File: src/rtl/fb_word_fetcher.sv
// fb_word_fetcher
//   Frame-buffer read engine. On a start pulse it walks memory addresses
//   0..FRAME_WORDS-1 into a synchronous-read memory, absorbs the one-cycle
//   read latency, buffers the returned words in a small FIFO and streams
//   them downstream over valid/ready with an end-of-frame tag.
//
// Ports:
//   clk         system clock, rising edge
//   rst_n       asynchronous active-low reset
//   start       single-cycle frame request (ignored while busy)
//   busy        frame in progress
//   frame_done  one-cycle pulse after the last word is accepted
//   mem_addr    registered read address to memory
//   mem_data    memory read data (valid the cycle after mem_addr is sampled)
//   out_data    FIFO head word
//   out_valid   FIFO non-empty
//   out_ready   downstream accept
//   out_last    head word belongs to address FRAME_WORDS-1
module fb_word_fetcher #(
    parameter int ADDR_W      = 17,
    parameter int DATA_W      = 32,
    parameter int FRAME_WORDS = 115200,
    parameter int FIFO_DEPTH  = 8
) (
    input  logic              clk,
    input  logic              rst_n,
    input  logic              start,
    output logic              busy,
    output logic              frame_done,
    output logic [ADDR_W-1:0] mem_addr,
    input  logic [DATA_W-1:0] mem_data,
    output logic [DATA_W-1:0] out_data,
    output logic              out_valid,
    input  logic              out_ready,
    output logic              out_last
);

    localparam int PTR_W = (FIFO_DEPTH > 1) ? $clog2(FIFO_DEPTH) : 1;
    localparam int CNT_W = PTR_W + 1;
    localparam logic [ADDR_W-1:0] LAST_ADDR = ADDR_W'(FRAME_WORDS - 1);
    localparam logic [CNT_W:0]    DEPTH_V   = (CNT_W + 1)'(FIFO_DEPTH);

    localparam logic [1:0] ST_IDLE  = 2'b00;
    localparam logic [1:0] ST_FETCH = 2'b01;
    localparam logic [1:0] ST_DRAIN = 2'b10;

    logic [1:0]        r_state;
    logic [ADDR_W-1:0] r_mem_addr;
    logic              r_rd_pending;
    logic              r_pending_last;
    logic              r_busy;
    logic              r_frame_done;
    logic              r_out_valid;
    logic [PTR_W-1:0]  r_wr_ptr;
    logic [PTR_W-1:0]  r_rd_ptr;
    logic [CNT_W-1:0]  r_count;
    logic [DATA_W-1:0] r_fifo_data [FIFO_DEPTH];
    logic              r_fifo_last [FIFO_DEPTH];

    logic [CNT_W:0]    w_occupancy;
    logic              w_issue;
    logic              w_push;
    logic              w_pop;
    logic              w_last_pop;
    logic [CNT_W-1:0]  w_count_next;

    // Issue/push/pop decisions and next FIFO occupancy.
    always_comb begin
        w_occupancy  = {1'b0, r_count} + {{CNT_W{1'b0}}, r_rd_pending};
        // In-flight read counts against free space so the push can never overflow.
        w_issue      = (r_state == ST_FETCH) && (w_occupancy < DEPTH_V);
        w_push       = r_rd_pending;
        w_pop        = r_out_valid && out_ready;
        w_last_pop   = w_pop && r_fifo_last[r_rd_ptr];
        w_count_next = r_count;
        case ({w_push, w_pop})
            2'b10:   w_count_next = r_count + CNT_W'(1);
            2'b01:   w_count_next = r_count - CNT_W'(1);
            default: w_count_next = r_count;
        endcase
    end

    // Frame sequencer: address generation, read tracking, busy/frame_done.
    always_ff @(posedge clk or negedge rst_n) begin
        if (!rst_n) begin
            r_state        <= ST_IDLE;
            r_mem_addr     <= {ADDR_W{1'b0}};
            r_rd_pending   <= 1'b0;
            r_pending_last <= 1'b0;
            r_busy         <= 1'b0;
            r_frame_done   <= 1'b0;
        end else begin
            r_frame_done <= 1'b0;
            case (r_state)
                ST_IDLE: begin
                    r_mem_addr     <= {ADDR_W{1'b0}};
                    r_rd_pending   <= 1'b0;
                    r_pending_last <= 1'b0;
                    if (start) begin
                        r_state <= ST_FETCH;
                        r_busy  <= 1'b1;
                    end
                end
                ST_FETCH: begin
                    if (w_issue) begin
                        r_rd_pending   <= 1'b1;
                        r_pending_last <= (r_mem_addr == LAST_ADDR);
                        // Final address holds so the counter never passes FRAME_WORDS-1.
                        if (r_mem_addr == LAST_ADDR) begin
                            r_state <= ST_DRAIN;
                        end else begin
                            r_mem_addr <= r_mem_addr + ADDR_W'(1);
                        end
                    end else begin
                        r_rd_pending   <= 1'b0;
                        r_pending_last <= 1'b0;
                    end
                end
                ST_DRAIN: begin
                    r_rd_pending   <= 1'b0;
                    r_pending_last <= 1'b0;
                    if (w_last_pop) begin
                        r_state      <= ST_IDLE;
                        r_busy       <= 1'b0;
                        r_frame_done <= 1'b1;
                        r_mem_addr   <= {ADDR_W{1'b0}};
                    end
                end
                default: begin
                    r_state        <= ST_IDLE;
                    r_mem_addr     <= {ADDR_W{1'b0}};
                    r_rd_pending   <= 1'b0;
                    r_pending_last <= 1'b0;
                    r_busy         <= 1'b0;
                end
            endcase
        end
    end

    // FIFO pointers, occupancy and registered non-empty flag.
    always_ff @(posedge clk or negedge rst_n) begin
        if (!rst_n) begin
            r_wr_ptr    <= {PTR_W{1'b0}};
            r_rd_ptr    <= {PTR_W{1'b0}};
            r_count     <= {CNT_W{1'b0}};
            r_out_valid <= 1'b0;
        end else begin
            if (w_push) begin
                r_wr_ptr <= r_wr_ptr + PTR_W'(1);
            end
            if (w_pop) begin
                r_rd_ptr <= r_rd_ptr + PTR_W'(1);
            end
            r_count     <= w_count_next;
            r_out_valid <= (w_count_next != {CNT_W{1'b0}});
        end
    end

    // FIFO storage; contents are meaningless while empty, so no reset.
    always_ff @(posedge clk) begin
        if (w_push) begin
            r_fifo_data[r_wr_ptr] <= mem_data;
            r_fifo_last[r_wr_ptr] <= r_pending_last;
        end
    end

    assign mem_addr   = r_mem_addr;
    assign busy       = r_busy;
    assign frame_done = r_frame_done;
    assign out_valid  = r_out_valid;
    assign out_data   = r_fifo_data[r_rd_ptr];
    // Stale tag bits in an empty FIFO must not leak out.
    assign out_last   = r_out_valid & r_fifo_last[r_rd_ptr];

endmodule

File: config.mk
export PLATFORM = sky130hd
export DESIGN_NAME = fb_word_fetcher
export DESIGN_NICKNAME = d
export VERILOG_FILES = /design/src/rtl/fb_word_fetcher.sv
export SDC_FILE = /design/constraint.sdc
export NUM_CORES = 1
export LEC_CHECK = 0
export ABC_CLOCK_PERIOD_IN_PS = 3500
export BUFFER_PORTS_ARGS = -buffer_cell sky130_fd_sc_hd__buf_4
export CORE_MARGIN = 2
export CORE_UTILIZATION = 54
export DETAILED_ROUTE_END_ITERATION = 10
export GPL_TIMING_DRIVEN = 0
export PLACE_DENSITY_LB_ADDON = 0.3
export SKIP_CTS_REPAIR_TIMING = 1
export SLEW_MARGIN = 25
export SYNTH_ARGS = -nofsm -noshare
export SYNTH_HDL_FRONTEND = slang
export SYNTH_SLANG_ARGS = --single-unit
File: constraint.sdc
create_clock -name clk -period 3.5 [get_ports clk]
set_input_delay 0.525 -clock clk [delete_from_list [all_inputs] [get_ports clk]]
set_output_delay 0.525 -clock clk [all_outputs]
set_load 0.05 [all_outputs]
Word-level counts from Yosys, hierarchy flattened. Memory sizes are Yosys's and may differ from the RTL's. Index checks and enable logic that the tools add are counted.

Bits in latches: 0. Memory bits (read-only): 0. Flip-flop bits (word level): 34. Word-level logic and storage cells: 60. Input port bits: 36. Bits in writable memories: 264. Memories: 2. Output and inout bits: 53.

Memory list: r_fifo_data (depth 8, bits a word 32, rd ports 1, clocked after Yosys merged registers in 0, write ports 1, line 57) `logic [DATA_W-1:0] r_fifo_data [FIFO_DEPTH];`; r_fifo_last (depth 8, bits a word 1, rd ports 1, clocked after Yosys merged registers in 0, write ports 1, line 58) `logic r_fifo_last [FIFO_DEPTH];`.

Shift-type cells: 0. Eq/ne operators: 10. Add/sub/neg operators: 6. Order comparisons: 1. Mux-type cells: 21. Bitwise operators: 2. Div/mod/pow operators: 0. Reductions and logical operators: 8. Multipliers: 0.

Operators by type and width (number): 17-bit two-way mux (3); 17-bit case mux with 2 select lines (1); 17-bit by 1-bit adder with 17-bit output, second input constant (1); 17-bit equality test, second input constant (1); 1-bit two-way mux (10); 2-bit two-way mux (4); 2-bit inequality test, second input constant (4); 4-bit case mux with 2 select lines (1); 3-bit by 1-bit adder with 3-bit output, second input constant (2); 2-bit case mux with 3 select lines (1); 3-bit AND reduction (2); 4-bit by 1-bit adder with 5-bit output (1); 5-bit by 4-bit < comparator with 1-bit output, second input constant (1); 4-bit by 1-bit adder with 4-bit output, second input constant (1); 2-bit by 1-bit equality test with 1-bit output, second input constant (2); 2-bit equality test, second input constant (2); 4-bit AND reduction (1); 4-bit nonzero test (1); 4-bit by 1-bit subtractor with 4-bit output, second input constant (1); 1-bit logical AND (3); 1-bit case mux with 3 select lines (1); 2-bit zero test (1); 2-bit by 1-bit inequality test with 1-bit output, second input constant (1); 1-bit AND (1); 1-bit NOT (1).

Depth between registers and ports, before layout.
Depth after elaboration: 5. Gate-level depth with buffers: 10. Mapped depth without buffers: 9.

Worst setup path before layout. OpenSTA, ideal clock, no wires.

Path type: register to register. Start point: reg r_wr_ptr[2]. End point: mem r_fifo_data[0][0] (enable). Slack: 191 ps. Buffers on the path: 0. Arrival: 2844 ps. Setup time: 464 ps. Required time: 3036 ps. Stages on the path, launching flop included: 3. Clock period less this slack: 3309 ps. Path through: dfrtp_1 nand2b_1 nor3_1.

RTL lines: from (decl) (line 54) `logic [PTR_W-1:0] r_wr_ptr;`; from (signal assigned) (line 143) `r_wr_ptr <= {PTR_W{1'b0}};`; from (signal assigned) (line 149) `r_wr_ptr <= r_wr_ptr + PTR_W'(1);`; to (decl) (line 57).

Straight into the memory's write port.

Worst setup path after layout.
Start point: reg r_rd_ptr[1]. End point: out out_data[22].

Longest elaborated chain between the ends: 1.

Ends and longest elaborated chain: from (decl) (line 55) `logic [PTR_W-1:0] r_rd_ptr;`; from (signal assigned) (line 144) `r_rd_ptr <= {PTR_W{1'b0}};`; from (signal assigned) (line 152) `r_rd_ptr <= r_rd_ptr + PTR_W'(1);`; memory read 8 x 32 bit; to (decl) (line 32) `output logic [DATA_W-1:0] out_data,`.

Every way passes these cells.

==> impl_results.md <==
* Run status: finished, final reports clean
* Slew Limit Headroom at 37.1%
* PortBufs at 88
* TritonCTS Buffers at 29
* Crit path kind: register to output port
* Initial Util at 55.4%
* Core box area at 21,200 um2
* Pleak at 4.89 nW
* Max stage delay on crit path at 0.49 ns
* TritonCTS clock tree: yes
* Initial antenna violation count at 0
* Mapped Cells at 577
* Finished Core Util at 66.2%
* Mapped Avg Cell Area at 20.3 um2
* Longest Clk Path Bufs at 3
* Synth cell types at 43
* Vias in the first global route at 6,267
* Wirelength per Cell at 22.7 um
* Final #Nets at 758
* Crit path cell chain: clkbuf_1 -> clkbuf_2 -> mux4_2 -> mux2_2 -> buf_4
* Worst EP arrival at 2.82 ns
* Pre-Repair DR Iteration Count at 5
* Routed wire length at 23,000 um
* # IOs at 89
* GRT overflow at 0
* Dpl cell area at 13,100 um2
* Final Wtd Congestion at 0.766
* Yosys warns at 0
* ANT nets after route at 0
* Die width at 151 um
* Finished Cell Area at 14,000 um2
* Ant. Diodes at 0
* Skew final at 0.00802 ns
* Layout overhead on the synthesized area at 19.4%
* Worst setup margin at 0.150 ns
* Commonest non-fill, non-tap cells in the layout: edfxtp_1, buf_4, mux4_2, mux2_2, dfrtp_1
* 1st-iter DRT viols at 478
* Post-DP HPWL at 14,900 um
* First-pass GRT wire length at 35,300 um
* Max Slew Vio Count at 0
* Slowest cell on the critical path: dfrtp_1
* Dpl cells at 959
* Routed vias/inst at 5.91
* CTS Sinks at 298
* CP endpoint kind: output port
* Worst Hold Class: primary input to register
* Final min period at 3.35 ns
* Final Hold Viols at 0
* Layout cells sized above 1 at 37.1%
* Critical path launch point type: register
* H-Tree Depth at 1
* CTS Root Cell: clkbuf_16
* Synth Register Bits at 298
* P per Cell Area at 951 nW/um2
* Max cap viols at 0
* Clock Latency Late Sink at 0.55 ns
* Global Route Usage Sum at 20.8%
* Non-Filler Instances at 1,013
* Max Fclk at 299 MHz
* Largest net degree at the start of global routing at 35
* Most common cell after layout, fill and taps aside: edfxtp_1
* Via count at 5,987
* Post-Synthesis Cell Area at 11,700 um2
* Design Power at 13.3 mW
* Setup_tns at 0 ns
* Worst IR drop on VDD at 0.000441 V
* Main flop type after synthesis: edfxtp_1
* CP Max Fanout at 10
* Pre-CTS WS at 0.394 ns
* Hold Slack at 0.204 ns
* Die height at 151 um
* Sequential share of the synthesized area at 74.9%
* Setup violators final at 0
* Syn nets at 619
* EDFF count, synth at 264
* Row count at 53
* Slew @ Worst Pin at 0.937 ns
* Remaining DRCs at 0
* Die area at 22,900 um2
* Unrepaired setup endpoints after global routing: true
* Worst EP required at 2.97 ns
* Share of flip-flops with an asynchronous set or reset after synthesis at 11.4%
* CTS clk-pin slew, worst paths at 0.06 ns
* Period utilisation layout at 95.7%
[cell type report]
class	instances	area, um2
plain buffers	27	156
clock inverters	15	103
clock buffers	38	769
repair buffers	108	985
multi-input cells	246	2840
well taps	275	344
fillers	1403	7160
flip-flops and latches	298	8780
inverters	6	22.5
[sequential cells by signal (all words and copies together), names as in the netlist]
name	flops
busy	1
frame_done	1
mem_addr	17
out_valid	1
r_count	4
r_fifo_data	256
r_fifo_last	8
r_pending_last	1
r_rd_pending	1
r_rd_ptr	3
r_state	2
r_wr_ptr	3
[metal layers]
layer / vias to the layer above / global-route usage, % / routed length (um)
met5: - / 0 / 0
met4: 0 / 5.51 / 370
met3: 35 / 3.61 / 1370
met2: 188 / 35.8 / 11700
met1: 3118 / 27.9 / 9500
li1: 2646 / - / -
[worst max-delay path, delay by kind of cell (launching register included)]
| kind | cells | cell delay [ns] |
|---|---|---|
| buffers and inverters | 3 | 1.11 |
| multiplexers | 2 | 0.67 |
| flip-flops | 1 | 0.49 |
[cells by family after synthesis]
logic type	Yosys count	synth area share (%)
XOR/XNOR	9	0.673
multiplexers	104	16.1
AND/OR/NAND/NOR	79	3.53
buffers and inverters	33	1.37
flip-flops	298	74.9
adder cells (fa/ha/maj)	6	0.641
AO/OA/AOI/OAI	48	2.78
[report_power, final]
part,internal (mW),total (mW),switching [mW]
Sequential,4.61,4.91,0.299
Clock,1.62,2.85,1.24
Combinational,2.16,5.54,3.38
Total,8.39,13.3,4.92
[final timing paths]
path                                         startpoint  slack [ns]  cells past startpoint                           end
max in group asynchronous                         rst_n        2.71                      2          r_count[0]$_DFF_PN0_
worst min register to register   r_state[1]$_DFFE_PN0P_        0.50                      1        r_state[0]$_DFFE_PN0P_
worst min-delay path                       mem_data[13]        0.20                      1  r_fifo_data[4][13]$_DFFE_PP_
worst max-delay path            r_rd_ptr[1]$_DFFE_PN0N_        0.15                      5                  out_data[22]
min in group asynchronous                         rst_n        0.45                      2      mem_addr[10]$_DFFE_PN0P_
worst max register to register      out_valid$_DFF_PN0_        0.84                     10           out_valid$_DFF_PN0_
[synth_stat cells, drive strengths merged, types with 6 or more instances]
library cell / instances / area share, %
a21oi: 10 / 0.46
a31oi: 16 / 0.91
a41oi: 7 / 0.52
buf: 13 / 0.72
clkbuf: 14 / 0.46
dfrtp: 34 / 7.3
edfxtp: 264 / 68
ha: 6 / 0.64
inv: 6 / 0.19
mux2: 36 / 3.5
mux4: 64 / 12
nand2: 20 / 0.64
nand2b: 11 / 0.59
nand3: 7 / 0.30
nor2: 12 / 0.38
o21ai: 6 / 0.29
(Power assumes the default switching activity.)
